==> src/rtl/odpc_pkg.sv <==
`default_nettype none
// +------------------------------------------------------------------------+
// | Module : odpc_pkg                                                      |
// | Brief  : Shared types and constants for the ODPC LBP range decoder:   |
// |          decoder FSM state type, default LBP word width and the bit   |
// |          positions of the fault-monitor flag bus.                     |
// | Rev    : 1.0 - initial release                                         |
// +------------------------------------------------------------------------+
package odpc_pkg;

  localparam int LBP_WIDTH = 8;

  typedef enum logic [1:0] {
    IDLE = 2'd0,
    SCAN = 2'd1,
    DONE = 2'd2
  } state_e;

  // Fault-monitor flag bus layout
  localparam int FLAG_HI_BIT  = 0;
  localparam int FLAG_LO_BIT  = 1;
  localparam int FLAG_INV_BIT = 2;
  localparam int FLAG_W       = 3;

endpackage
`default_nettype wire

==> src/rtl/lbp_bit_resolver.sv <==
`default_nettype none
// +------------------------------------------------------------------------+
// | Module : lbp_bit_resolver                                              |
// | Brief  : Resolve latch for one bound. The first scanned bit where the |
// |          LBP pattern is 1 is the first bit where x differs from the   |
// |          bound; x's bit there decides the direction.                  |
// | Ports  : clk, rst_n        - clock, async active-low reset            |
// |          clear             - start of a new triple (sync clear)       |
// |          scan_en           - a scan cycle is in progress              |
// |          lbp_bit, x_bit    - current scanned bits                     |
// |          resolved, dir     - state including this cycle's decision   |
// | Rev    : 1.0 - initial release                                         |
// +------------------------------------------------------------------------+
module lbp_bit_resolver
  import odpc_pkg::*;
#(
  parameter bit INVERT = 1'b0  // 1: dir = ~x_bit (x below bound)
) (
  input  logic clk,
  input  logic rst_n,
  input  logic clear,
  input  logic scan_en,
  input  logic lbp_bit,
  input  logic x_bit,
  output logic resolved,
  output logic dir
);

  logic resolved_q, resolved_d;
  logic dir_q, dir_d;
  logic hit;
  logic hit_dir;

  always_comb begin
    hit        = scan_en && !resolved_q && lbp_bit;
    hit_dir    = x_bit ^ INVERT;
    resolved_d = resolved_q;
    dir_d      = dir_q;
    if (clear) begin
      resolved_d = 1'b0;
      dir_d      = 1'b0;
    end else if (hit) begin
      resolved_d = 1'b1;
      dir_d      = hit_dir;
    end
    // Look-through view so the FSM can exit on the resolving cycle itself
    resolved = resolved_q || hit;
    dir      = hit ? hit_dir : dir_q;
  end

  always_ff @(posedge clk or negedge rst_n) begin
    if (!rst_n) begin
      resolved_q <= 1'b0;
      dir_q      <= 1'b0;
    end else begin
      resolved_q <= resolved_d;
      dir_q      <= dir_d;
    end
  end

endmodule
`default_nettype wire

==> src/rtl/lbp_range_decoder.sv <==
`default_nettype none
// +------------------------------------------------------------------------+
// | Module : lbp_range_decoder                                             |
// | Brief  : Receive-side LBP decoder. Rebuilds max/min from the triple   |
// |          {lbp1, lbp2, x}, resolves range membership MSB first (index  |
// |          0 is the MSB), clamps x and counts faulty results.           |
// | Ports  : clk, rst_n                  - clock, async active-low reset   |
// |          in_valid/in_ready           - triple handshake               |
// |          lbp1, lbp2, x_in            - protected triple               |
// |          out_valid/out_ready         - result handshake               |
// |          data_out, flag_hi/lo/inv    - clamped value and fault flags  |
// |          clr_cnt, fault_cnt          - saturating fault counter       |
// | Rev    : 1.0 - initial release                                         |
// +------------------------------------------------------------------------+
module lbp_range_decoder
  import odpc_pkg::*;
#(
  parameter int WIDTH = LBP_WIDTH,
  parameter int CNT_W = 16
) (
  input  logic             clk,
  input  logic             rst_n,
  input  logic             in_valid,
  output logic             in_ready,
  input  logic [0:WIDTH-1] lbp1,
  input  logic [0:WIDTH-1] lbp2,
  input  logic [0:WIDTH-1] x_in,
  output logic             out_valid,
  input  logic             out_ready,
  output logic [0:WIDTH-1] data_out,
  output logic             flag_hi,
  output logic             flag_lo,
  output logic             flag_inv,
  input  logic             clr_cnt,
  output logic [CNT_W-1:0] fault_cnt
);

  localparam int IDX_W = (WIDTH > 1) ? $clog2(WIDTH) : 1;
  localparam logic [IDX_W-1:0] IDX_LAST = IDX_W'(WIDTH - 1);

  state_e              state_q, state_d;
  logic [IDX_W-1:0]    idx_q, idx_d;
  logic [0:WIDTH-1]    lbp1_q, lbp1_d;
  logic [0:WIDTH-1]    lbp2_q, lbp2_d;
  logic [0:WIDTH-1]    x_q, x_d;
  logic [0:WIDTH-1]    max_q, max_d;
  logic [0:WIDTH-1]    min_q, min_d;
  logic                inv_q, inv_d;
  logic [0:WIDTH-1]    data_out_q, data_out_d;
  logic [FLAG_W-1:0]   flags_q, flags_d;
  logic [CNT_W-1:0]    fault_cnt_q, fault_cnt_d;

  logic accept;
  logic scan_en;
  logic hi_resolved, hi_dir;
  logic lo_resolved, lo_dir;

  assign accept  = (state_q == IDLE) && in_valid;
  assign scan_en = (state_q == SCAN);

  lbp_bit_resolver #(.INVERT(1'b0)) u_hi_res (
    .clk      (clk),
    .rst_n    (rst_n),
    .clear    (accept),
    .scan_en  (scan_en),
    .lbp_bit  (lbp1_q[idx_q]),
    .x_bit    (x_q[idx_q]),
    .resolved (hi_resolved),
    .dir      (hi_dir)
  );

  lbp_bit_resolver #(.INVERT(1'b1)) u_lo_res (
    .clk      (clk),
    .rst_n    (rst_n),
    .clear    (accept),
    .scan_en  (scan_en),
    .lbp_bit  (lbp2_q[idx_q]),
    .x_bit    (x_q[idx_q]),
    .resolved (lo_resolved),
    .dir      (lo_dir)
  );

  always_comb begin
    state_d     = state_q;
    idx_d       = idx_q;
    lbp1_d      = lbp1_q;
    lbp2_d      = lbp2_q;
    x_d         = x_q;
    max_d       = max_q;
    min_d       = min_q;
    inv_d       = inv_q;
    data_out_d  = data_out_q;
    flags_d     = flags_q;
    fault_cnt_d = fault_cnt_q;

    case (state_q)
      IDLE: begin
        if (in_valid) begin
          lbp1_d  = lbp1;
          lbp2_d  = lbp2;
          x_d     = x_in;
          max_d   = x_in ^ lbp1;
          min_d   = x_in ^ lbp2;
          inv_d   = (x_in ^ lbp2) > (x_in ^ lbp1);
          idx_d   = '0;
          state_d = SCAN;
        end
      end
      SCAN: begin
        if ((hi_resolved && lo_resolved) || (idx_q == IDX_LAST)) begin
          state_d = DONE;
          flags_d = '0;
          // A still-unresolved bound equals x, so its dir stays 0
          if (inv_q) begin
            flags_d[FLAG_INV_BIT] = 1'b1;
            data_out_d            = min_q;
          end else if (hi_dir) begin
            flags_d[FLAG_HI_BIT]  = 1'b1;
            data_out_d            = max_q;
          end else if (lo_dir) begin
            flags_d[FLAG_LO_BIT]  = 1'b1;
            data_out_d            = min_q;
          end else begin
            data_out_d            = x_q;
          end
        end else begin
          idx_d = idx_q + IDX_W'(1);
        end
      end
      DONE: begin
        if (out_ready) begin
          state_d = IDLE;
          if ((|flags_q) && (fault_cnt_q != '1)) begin
            fault_cnt_d = fault_cnt_q + CNT_W'(1);
          end
        end
      end
      default: state_d = IDLE;
    endcase

    if (clr_cnt) begin
      fault_cnt_d = '0;
    end
  end

  always_ff @(posedge clk or negedge rst_n) begin
    if (!rst_n) begin
      state_q     <= IDLE;
      idx_q       <= '0;
      lbp1_q      <= '0;
      lbp2_q      <= '0;
      x_q         <= '0;
      max_q       <= '0;
      min_q       <= '0;
      inv_q       <= 1'b0;
      data_out_q  <= '0;
      flags_q     <= '0;
      fault_cnt_q <= '0;
    end else begin
      state_q     <= state_d;
      idx_q       <= idx_d;
      lbp1_q      <= lbp1_d;
      lbp2_q      <= lbp2_d;
      x_q         <= x_d;
      max_q       <= max_d;
      min_q       <= min_d;
      inv_q       <= inv_d;
      data_out_q  <= data_out_d;
      flags_q     <= flags_d;
      fault_cnt_q <= fault_cnt_d;
    end
  end

  assign in_ready  = (state_q == IDLE);
  assign out_valid = (state_q == DONE);
  assign data_out  = data_out_q;
  assign flag_hi   = flags_q[FLAG_HI_BIT];
  assign flag_lo   = flags_q[FLAG_LO_BIT];
  assign flag_inv  = flags_q[FLAG_INV_BIT];
  assign fault_cnt = fault_cnt_q;

endmodule
`default_nettype wire

==> config.mk <==
export PLATFORM = sky130hd
export DESIGN_NAME = lbp_range_decoder
export DESIGN_NICKNAME = d
export VERILOG_FILES = /design/src/rtl/odpc_pkg.sv /design/src/rtl/lbp_bit_resolver.sv /design/src/rtl/lbp_range_decoder.sv
export SDC_FILE = /design/constraint.sdc
export NUM_CORES = 1
export LEC_CHECK = 0
export ABC_CLOCK_PERIOD_IN_PS = 4800
export BUFFER_PORTS_ARGS = -buffer_cell sky130_fd_sc_hd__buf_4
export CAP_MARGIN = 20
export CORE_ASPECT_RATIO = 0.9
export CORE_MARGIN = 1.5
export CORE_UTILIZATION = 30
export CTS_BUF_LIST = sky130_fd_sc_hd__clkbuf_16
export DETAILED_ROUTE_END_ITERATION = 7
export MAX_ROUTING_LAYER = met4
export PLACE_DENSITY_LB_ADDON = 0.12
export SYNTH_ARGS = -nofsm -noshare
export SYNTH_HDL_FRONTEND = slang
export SYNTH_SLANG_ARGS = --single-unit
==> constraint.sdc <==
create_clock -name clk -period 4.8 [get_ports clk]
set_input_delay 0 -clock clk [delete_from_list [all_inputs] [get_ports clk]]
set_output_delay 0 -clock clk [all_outputs]
set_load 0.01 [all_outputs]
==> flow_metrics.py <==
metrics = {
    "run_status": {
        "status": "completed",
    },
    "critical_path": {
        "crit_buf_inv": 0,
        "slowest_delay_ns": 0.68,
        "critPathRequiredTime_ns": 4.99,
        "arrival_ns": 3.11,
        "cp_max_fo": 11,
        "cp_common_cell": "mux2i_1",
        "worstSetupStartpointType": "flip-flop",
        "critical-path-slowest-cell": "dfrtp_1",
        "crit_family": "multiplexers",
        "path_cells": "mux2i_1 -> mux4_2 -> or3_1 -> a21oi_4 -> mux2_1 -> mux2i_1 -> o221ai_1",
        "path_class": "flip-flop to flip-flop",
        "end_kind": "flip-flop",
    },
    "floorplan": {
        "num_rows": 39,
        "die_area_sq_um": 13650,
        "start_util_pct": 30.63,
        "die_height_um": 111.0,
        "die_w_um": 123.0,
        "ios": 58,
        "core-area_sq_um": 12690,
    },
    "synthesis": {
        "synth_warnings": 0,
        "syn_area_sq_um": 3886,
        "synth_nets": 446,
        "synth_top_area_share_pct": 49.58,
        "ys_top_cells_by_area": "dfrtp_1 (50%), nand2_1 (13%), xor2_1 (4.3%)",
        "avgSynthCellArea_sq_um": 9.572,
        "synth_cell_types": 41,
        "synth-seq-cells": 77,
        "synth_flop_cell": "dfrtp_1",
        "synth_seq_area_share_pct": 49.58,
        "synth_edf_count": 0,
        "synth_largest_area_cell": "dfrtp_1",
        "async_reset_ff_share_pct": 100.0,
        "syn_inst": 406,
    },
    "route": {
        "drt_wl_total_mm": 9.913,
        "routedWlPerCell_um": 15.13,
        "postRouteAntennaNets": 0,
        "drt-met1-wl_mm": 5.149,
        "dr_wl_met3_um": 362,
        "routed.top_layer": "met4",
        "dr.pass1.iters": 4,
        "drc": 0,
        "wl_met2_mm": 4.289,
        "vias": 2998,
        "viasPerCell": 4.577,
        "drtIter0Drc": 138,
    },
    "clock_tree": {
        "ctsHoldBuffers": 27,
        "path_clk_slew_ns": 0.06,
        "htreeDepth": 3,
        "cts_resized": 0,
        "cts_tree": "yes",
        "clock_latency_ns": 0.34,
        "clock_sinks": 77,
        "cts_buffer_depth": 2,
        "clockRootBuffer": "clkbuf_16",
        "cts_setup_buffers": 0,
        "cts-buffers-inserted": 9,
    },
    "place": {
        "place_congestion": 0.7968,
        "port_buffers": 57,
        "place_ws_ns": 1.873,
        "placed_area_sq_um": 4462,
        "dp_hpwl_mm": 6.741,
    },
    "global_routing": {
        "antenna_found_initial": 0,
        "grt_pass1_wl_mm": 15.95,
        "grt_start_max_net_pins": 78,
        "grt_use_total_pct": 15.77,
        "grt_pass1_vias": 2962,
        "overflow": 0,
    },
    "sta": {
        "finalSetupViolCount": 0,
        "clock_skew_ns": 0.007258,
        "drv_slew": 0,
        "relSlewSlack_pct": 62.84,
        "fin_crit_sh_pct": 60.73,
        "tightest_slew_ns": 0.5574,
        "finalSetupTns_ns": 0,
        "fmax_ghz": 0.3431,
        "finalHoldViolCount": 0,
        "layout_setup_ws_ns": 1.885,
        "fin_crit_ns": 2.915,
        "rsz0062_at_grt": "no",
    },
    "hold_path": {
        "hold_class": "primary input to async pin",
    },
    "power_and_ir_drop": {
        "p_leak_nw": 2.457,
        "vdd_drop_max_uv": 206.8,
        "pwr_density_cell_nw_per_um2": 547.6,
    },
    "finish": {
        "syn_to_final_growth_pct": 30.14,
        "diodes": 0,
        "fillers": 1287,
        "drive_gt1_share_pct": 17.31,
        "mostFrequentLayoutCells": "nand2_1 (131), dfrtp_1 (77), buf_4 (61), dlygate4sd3_1 (27), nor2_1 (25)",
        "layout.nets": 526,
        "mostFrequentLayoutCell": "nand2_1",
        "final_area_sq_um": 5057,
        "final_util_pct": 39.86,
    },
    "flow_run": {
        "cap_viol_max_count": 0,
    },
}
[kinds of logic (layout without fill, tap and decap cells)]
| logic type | Yosys count | count (layout) | share of synthesized area [%] |
|---|---|---|---|
| mux | 29 | 29 | 9.111 |
| buf+inv | 25 | 110 | 2.737 |
| simple gates | 193 | 193 | 21.22 |
| flops | 77 | 77 | 49.58 |
| xor+xnor | 30 | 30 | 6.761 |
| compound gates | 41 | 41 | 7.051 |
| fa+ha+maj | 11 | 11 | 3.541 |
[Yosys cell counts, types with 2 or more instances]
cell type	number
and3_1	2
nand2b_1	5
mux2i_1	14
nand3_1	8
o221ai_1	7
mux2_1	8
ha_1	11
or3_1	4
o21a_1	2
nand2_1	131
xor2_1	19
nor2_1	25
xnor2_1	11
nor2b_1	3
dfrtp_1	77
a21oi_1	6
mux4_2	4
nand4_1	7
clkbuf_1	16
o21ai_0	17
mux2_2	3
and4_1	3
inv_1	5
[sequential cells by signal, indices dropped and copies added (netlist names), 2 cells and up]
signal,cells
flags_q,3
x_q,8
data_out,8
fault_cnt,16
lbp2_q,8
max_q,8
min_q,8
idx_q,3
lbp1_q,8
state_q,2
[where the power goes]
part	switching (W)	internal, W	total (W)
clock network	0.000265	0.000447	0.000712
registers	0.000216	0.000884	0.00110
logic	0.000511	0.000446	0.000958
total	0.000992	0.00178	0.00277
[layout make-up]
| type | count | area (sq um) | area share [%] |
|---|---|---|---|
| Multi-Input combinational cell | 304 | 1853 | 36.64 |
| Sequential cell | 77 | 1927 | 38.10 |
| Inverter | 5 | 18.77 | 0.3711 |
| Clock inverter | 7 | 80.08 | 1.583 |
| Timing Repair Buffer | 89 | 748.2 | 14.79 |
| Tap cell | 164 | 205.2 | 4.057 |
| Clock buffer | 9 | 225.2 | 4.453 |
[stage by stage]
stage / total power (W) / hold slack [ns] / std cells
after global placement: 0.002041 / 0.2071 / 611
after detailed placement: 0.002056 / 0.2100 / 611
after global routing: 0.002979 / 0.2142 / 655
final: 0.002769 / 0.1637 / 655
after floorplan: 0.001724 / -0.2956 / 406
after CTS: 0.002800 / 0.2307 / 654
[worst paths after layout]
path	start	to	slack, ns	depth (start not counted)
setup / recovery	idx_q[1]$_DFFE_PN0P_	data_out[3]$_DFFE_PN0P_	1.89	7
hold / removal	rst_n	fault_cnt[9]$_DFFE_PN0P_	0.16	2
hold reg to reg	lbp1_q[4]$_DFFE_PN0P_	lbp1_q[4]$_DFFE_PN0P_	0.47	2
setup reg to reg	idx_q[1]$_DFFE_PN0P_	data_out[3]$_DFFE_PN0P_	1.89	7
max in group asynchronous	rst_n	x_q[6]$_DFFE_PN0P_	4.04	3
min in group clk	in_valid	state_q[0]$_DFFE_PN0P_	0.23	4
[per-layer routing]
metal | vias up | track usage (%)
li1 | 1519 | -
met1 | 1418 | 22.44
met2 | 51 | 22.33
met3 | 10 | 3.395
met4 | 0 | 5.057
met5 | - | -
Note: power is estimated with default switching activity, not from simulation.
